[config.mk]
export PLATFORM = sky130hd
export DESIGN_NAME = ch_point_buf
export DESIGN_NICKNAME = d
export VERILOG_FILES = /design/src/rtl/ch_point_buf.sv
export SDC_FILE = /design/constraint.sdc
export NUM_CORES = 2
export LEC_CHECK = 0
export ABC_AREA = 1
export CELL_PAD_IN_SITES_DETAIL_PLACEMENT = 1
export CELL_PAD_IN_SITES_GLOBAL_PLACEMENT = 1
export CORE_ASPECT_RATIO = 1.5
export CORE_MARGIN = 2
export CORE_UTILIZATION = 35
export CTS_CLUSTER_SIZE = 12
export DETAILED_ROUTE_END_ITERATION = 8
export PLACE_DENSITY = 0.62
export SYNTH_ARGS = -nofsm -noshare
export SYNTH_HDL_FRONTEND = slang
export SYNTH_SLANG_ARGS = --single-unit
[constraint.sdc]
create_clock -name clk_i -period 5.05 [get_ports clk_i]
set_input_delay 0.7575 -clock clk_i [delete_from_list [all_inputs] [get_ports clk_i]]
set_output_delay 0.7575 -clock clk_i [all_outputs]
set_load 0.005 [all_outputs]
[src/rtl/ch_point_buf.sv]
// Point buffer behind the channel measurement controller: FIFO of {threshold, delay code},
// dropped-point counter and level IRQ. Define CH_POINT_BUF_TS_EN to store a cycle timestamp per entry.
module ch_point_buf #(
    parameter  int DEPTH = 64,
    parameter  int OVF_W = 16,
    localparam int AW    = $clog2(DEPTH)
) (
    input  logic              clk_i,
    input  logic              rst_i,
    input  logic              point_rdy_i,
    input  logic [15:0]       point_v_i,
    input  logic [9:0]        point_t_i,
    input  logic              clear_i,
    input  logic              rd_i,
    output logic [31:0]       rd_data_o,
    output logic              rd_valid_o,
    output logic [AW:0]       count_o,
    output logic              empty_o,
    output logic              full_o,
    output logic [OVF_W-1:0]  ovf_cnt_o,
    input  logic [AW:0]       level_i,
    output logic              irq_o,
    input  logic              irq_clr_i
`ifdef CH_POINT_BUF_TS_EN
    ,
    output logic [31:0]       rd_ts_o
`endif
);

`ifdef CH_POINT_BUF_TS_EN
    localparam int EW = 58;
`else
    localparam int EW = 26;
`endif

    logic [EW-1:0] mem [DEPTH];
    logic [AW-1:0] wr_ptr, rd_ptr;
    logic [AW:0]   count_q;
    logic [EW-1:0] wr_entry;
    logic [EW-1:0] rd_entry;
    logic          wr_en, rd_en, drop;

    assign count_o = count_q;
    assign empty_o = (count_q == '0);
    assign full_o  = (count_q == (AW+1)'(DEPTH));

    // A full buffer still accepts a point when a pop retires an entry in the same cycle.
    assign rd_en = rd_i && !empty_o && !clear_i;
    assign wr_en = point_rdy_i && (!full_o || rd_i) && !clear_i;
    assign drop  = point_rdy_i && full_o && !rd_i && !clear_i;

`ifdef CH_POINT_BUF_TS_EN
    logic [31:0] ts_q;
    assign wr_entry = {ts_q, point_t_i, point_v_i};
`else
    assign wr_entry = {point_t_i, point_v_i};
`endif

    assign rd_entry = mem[rd_ptr];

    // Storage has no reset so it maps onto a simple dual-port RAM.
    always_ff @(posedge clk_i) begin
        if (wr_en)
            mem[wr_ptr] <= wr_entry;
    end

    always_ff @(posedge clk_i) begin
        if (rst_i) begin
            wr_ptr     <= '0;
            rd_ptr     <= '0;
            count_q    <= '0;
            rd_data_o  <= '0;
            rd_valid_o <= 1'b0;
            ovf_cnt_o  <= '0;
            irq_o      <= 1'b0;
        end else begin
            rd_valid_o <= rd_en;
            if (rd_en)
                rd_data_o <= {rd_entry[25:16], 6'b0, rd_entry[15:0]};
            if (clear_i) begin
                wr_ptr    <= '0;
                rd_ptr    <= '0;
                count_q   <= '0;
                ovf_cnt_o <= '0;
            end else begin
                if (wr_en)
                    wr_ptr <= wr_ptr + AW'(1);
                if (rd_en)
                    rd_ptr <= rd_ptr + AW'(1);
                count_q <= count_q + (AW+1)'(wr_en) - (AW+1)'(rd_en);
                if (drop && (ovf_cnt_o != '1))
                    ovf_cnt_o <= ovf_cnt_o + OVF_W'(1);
            end
            // Set has priority so the IRQ re-fires while the level is still met.
            if ((level_i != '0) && (count_q >= level_i))
                irq_o <= 1'b1;
            else if (irq_clr_i)
                irq_o <= 1'b0;
        end
    end

`ifdef CH_POINT_BUF_TS_EN
    always_ff @(posedge clk_i) begin
        if (rst_i) begin
            ts_q    <= '0;
            rd_ts_o <= '0;
        end else begin
            ts_q <= ts_q + 32'd1;
            if (rd_en)
                rd_ts_o <= rd_entry[57:26];
        end
    end
`endif

endmodule

Word level (Yosys, flattened, before mapping). Memory sizes are Yosys's and may differ from the RTL's. A register that Yosys moved wholly into a read port is not among the register bits. Index checks and enable logic that the tools add are counted.

Register bits: 37. Bits in latches: 0. RAM bits: 1664. ROM bits: 0. Output and inout port bits: 59. Logic and storage cells: 37. Memories kept: 1.

Add/subtract/negate cells: 5. $mul: 0. Div/mod/pow operators: 0. $lt $le $gt $ge: 1. Eq/ne operators: 2. Shift operators: 0. Mux-type cells: 4. Bitwise logic cells: 0. Reductions and logical operators: 18.

Memory list: mem (words 64, width 26, rd ports 1, clocked after memory_dff 1, wr ports 1, RTL line 36) `logic [EW-1:0] mem [DEPTH];`.

Operator list (count): $add 16x1->16 const B (1); $ne 16x16->1 const B (1); $add 6x1->6 const B (2); $logic_and 1x1->1 (9); $add 7x1->7 (1); $eq 7x7->1 const B (1); $ge 7x7->1 (1); $logic_not 7->1 (1); $reduce_bool 7->1 (1); $sub 7x1->7 (1); $logic_not 1->1 (4); $mux 1 (4); $reduce_bool 2->1 (1); $reduce_or 2->1 (1); $logic_or 1x1->1 (1).

Depth between registers and ports, before layout.
Word-level depth: 7. Depth in mapped cells: 21.

Worst setup path before layout. Ideal clock, no wire load.

Path type: in2reg. From: input port rd_i. To: memory mem[7][0], enable pin. Library setup time: 0.442 ns. Data arrival time: 3.246 ns. Data required time: 4.608 ns. Setup slack: 1.362 ns. Cell stages on the path: 6. Path buffers: 0. Cells stage by stage: inv_1 > nand2_1 > nand3_1 > nor3_1 > nand2_1 > nor3_1.

Word-level cells in the longest chain between the ends: 5.

RTL lines: start, declared (RTL line 14) `input logic rd_i,`; $logic_or 1x1->1 (RTL line 49) `assign wr_en = point_rdy_i && (!full_o || rd_i) && !clear_i;`; $logic_and 1x1->1 (2 in series) (RTL line 49); $mux 1 (RTL line 63) `if (wr_en)`; $mux 1 (implied by the code) (RTL line 64) `mem[wr_ptr] <= wr_entry;`; end, declared (RTL line 36).

No other way between the ends.

==> impl_metrics.env <==
export IMPL_ys_seq_elements=1727
export IMPL_synthesis_instances=6658
export IMPL_p_leak_uw=0.03021
export IMPL_drive_above_1_share_pct=6.630
export IMPL_cp_data_arrival_time_ns=4.41
export IMPL_detailroute_via_count=48866
export IMPL_number_of_nets_still_failing_antenna_checks_after_routing=0
export IMPL_mappedNetlistArea_um2=72020
export IMPL_number_of_buffers_added_for_setup_after_cts=0
export IMPL_synth_flop_cell="edfxtp_1"
export IMPL_dieArea_um2=209500
export IMPL_synth_top_cells_by_area="edfxtp_1, nand2_1, nand3_1"
export IMPL_ctsLongestPathBuffers=4
export IMPL_cts_resized_gates=0
export IMPL_wl_um=233700
export IMPL_drt_pre_antenna_iters=5
export IMPL_wl_per_cell_um=24.64
export IMPL_timing_final_crit_period_ns=3.669
export IMPL_tns_ns=0
export IMPL_slew_limit_headroom_pct=18.63
export IMPL_wire_length_of_the_first_global_routing_pass_um=342200
export IMPL_post_dp_hpwl_um=139900
export IMPL_cts_buffers_inserted=181
export IMPL_worst_ir_drop_vdd_uv=270.1
export IMPL_area_fraction_of_the_dominant_cell_type_after_synthesis_pct=69.38
export IMPL_placement_setup_worst_slack_ns=0.9765
export IMPL_globalplace_congestion=0.8261
export IMPL_largest_net_degree_at_the_start_of_global_routing=155
export IMPL_setup_worst_path_start_class="register"
export IMPL_core_area_um2=204200
export IMPL_power_per_cell_area_nw_per_um2=404.7
export IMPL_syn_avg_cell_area_um2=10.82
export IMPL_vias_in_the_first_global_route=50973
export IMPL_synth_edf_count=1664
export IMPL_net_count_of_the_finished_layout=6768
export IMPL_async_set_reset_flop_share_out_of_synthesis_pct=0
export IMPL_cap_viol_max_count=0
export IMPL_holdBufCountCts=0
export IMPL_start_util_pct=35.27
export IMPL_worstSetupEndpointType="register"
export IMPL_chipHeight_um=559.6
export IMPL_tritoncts="done"
export IMPL_grt_use_total_pct=22.04
export IMPL_clkSinkCount=1727
export IMPL_buffers_on_ports=91
export IMPL_floorplan_io_pins=98
export IMPL_yosysTopAreaCell="edfxtp_1"
export IMPL_layout_overhead_on_the_synthesized_area_pct=12.94
export IMPL_clockRootBuffer="clkbuf_16"
export IMPL_hold_viol=0
export IMPL_fmax_mhz=272.6
export IMPL_post_route_worst_setup_slack_ns=1.381
export IMPL_detail_route_iter0_violations=3780
export IMPL_clk_insertion_delay_late_ns=0.84
export IMPL_rsz_0062_raised_after_global_routing="false"
export IMPL_worst_min_delay_path_class="in -> reg"
export IMPL_rows=203
export IMPL_total_drc_errors_in_the_routed_layout=0
export IMPL_htree_levels=4
export IMPL_result_of_the_run="completed"
export IMPL_synth_yosys_seq_area_share_pct=71.13
export IMPL_die_width_um=374.4
export IMPL_route_detailed_vias_per_inst=5.150
export IMPL_synth_yosys_warnings=0
export IMPL_worst_clock_skew_ns=0.04520
export IMPL_gr_total_overflow=0
export IMPL_synthMostInstantiatedCell="nand2_1"
export IMPL_ys_types=30
export IMPL_final_worst_path_period_share_pct=72.64
export IMPL_crit_fanout=152
export IMPL_synthTopCellsByCount="nand2_1, edfxtp_1, nand3_1"
export IMPL_final_max_slew_violation_count=0
export IMPL_setup_viol=0
export IMPL_worstPathRequired_ns=5.79
export IMPL_timing_setup_critical_path_class="reg -> reg"
export IMPL_grt_antenna_before_repair=11
export IMPL_clkSlewWorstSetupHoldPaths_ns=0.06
export IMPL_tightestPinTransition_ns=1.221
[logic make-up after synthesis]
family	after synthesis	share of synthesized area [%]
compound gates	344	2.406
xor+xnor	7	0.08513
fa+ha+maj	20	0.3579
buf+inv	899	5.285
flops	1727	71.13
other cells	1	0.005207
simple gates	3660	20.73
[layout by cell type, fill, tap and decap left out, drive strengths merged, types with 5 or more instances in the layout]
master	count
buf	166
o21ai	175
nor3	10
clkdlybuf4s50	65
edfxtp	1664
clkinv	27
a21oi	165
conb	6
xnor2	5
nand4	10
nand2	2118
clkbuf	259
nor2	608
nand3	908
inv	533
diode	6
ha	19
dfxtp	63
[where the power goes]
part | total, uW | switching (uW) | internal (uW)
Sequential | 15900 | 108 | 15800
Combinational | 4720 | 3470 | 1250
Clock | 12300 | 5430 | 6860
[state kept, by name, summed over array words and instances (netlist names)]
name,count
mem,1664
rd_data_o,26
ovf_cnt_o,16
count_o,7
rd_ptr,6
wr_ptr,6
irq_o,1
rd_valid_o,1
[layer usage]
layer,GRT usage [%],wire [um],vias up
li1,-,-,22361
met1,26.67,92100,24881
met2,38.43,117700,1209
met3,2.668,11290,407
met4,11.43,12630,8
met5,0,46,-
[cell type report]
type | count | area (um^2)
Inverter | 531 | 2024
Sequential cell | 1727 | 51240
Clock buffer | 259 | 4997
Tap cell | 2665 | 3334
Clock inverter | 32 | 182.7
Timing Repair Buffer | 231 | 2157
Antenna cell | 6 | 15.01
Fill cell | 22326 | 122900
Multi-Input combinational cell | 4037 | 17390
[critical path: stages (launching register included)]
cell and delay, ns:
dfxtp_4 0.78, inv_16 0.31, buf_4 0.45, nand2_1 0.09, nand3_1 0.07, nand3_1 0.09, nand2_1 0.06, nor2_1 0.51
nand2_1 0.22, nand3_1 0.32, nand3_1 0.21, nand2_1 0.11, inv_1 0.04
[metrics by stage]
stage                     instance area [um^2]  instances  power (uW)  util [%]  hold slack (ns)
after CTS                                81320       9482       33210     39.82           0.4035
final                                    81340       9488       32920     39.83           0.4306
after global placement                   76140       9191       20900     37.29           0.4625
after floorplan                          72040       6663       18950         -           0.4596
after global routing                     81330       9483       34120     39.82           0.4211
after detailed placement                 76140       9191       20980     37.29           0.4625
[path summary, 6_finish.rpt]
kind / start / endpoint / slack, ns / depth (start not counted)
setup / recovery: rd_ptr[0] / rd_data_o[10] / 1.38 / 12
hold / removal: point_v_i[2] / mem[62][2] / 0.43 / 1
setup reg to reg: rd_ptr[0] / rd_data_o[10] / 1.38 / 12
hold reg to reg: irq_o / irq_o / 0.47 / 2
(Power assumes the default switching activity.)
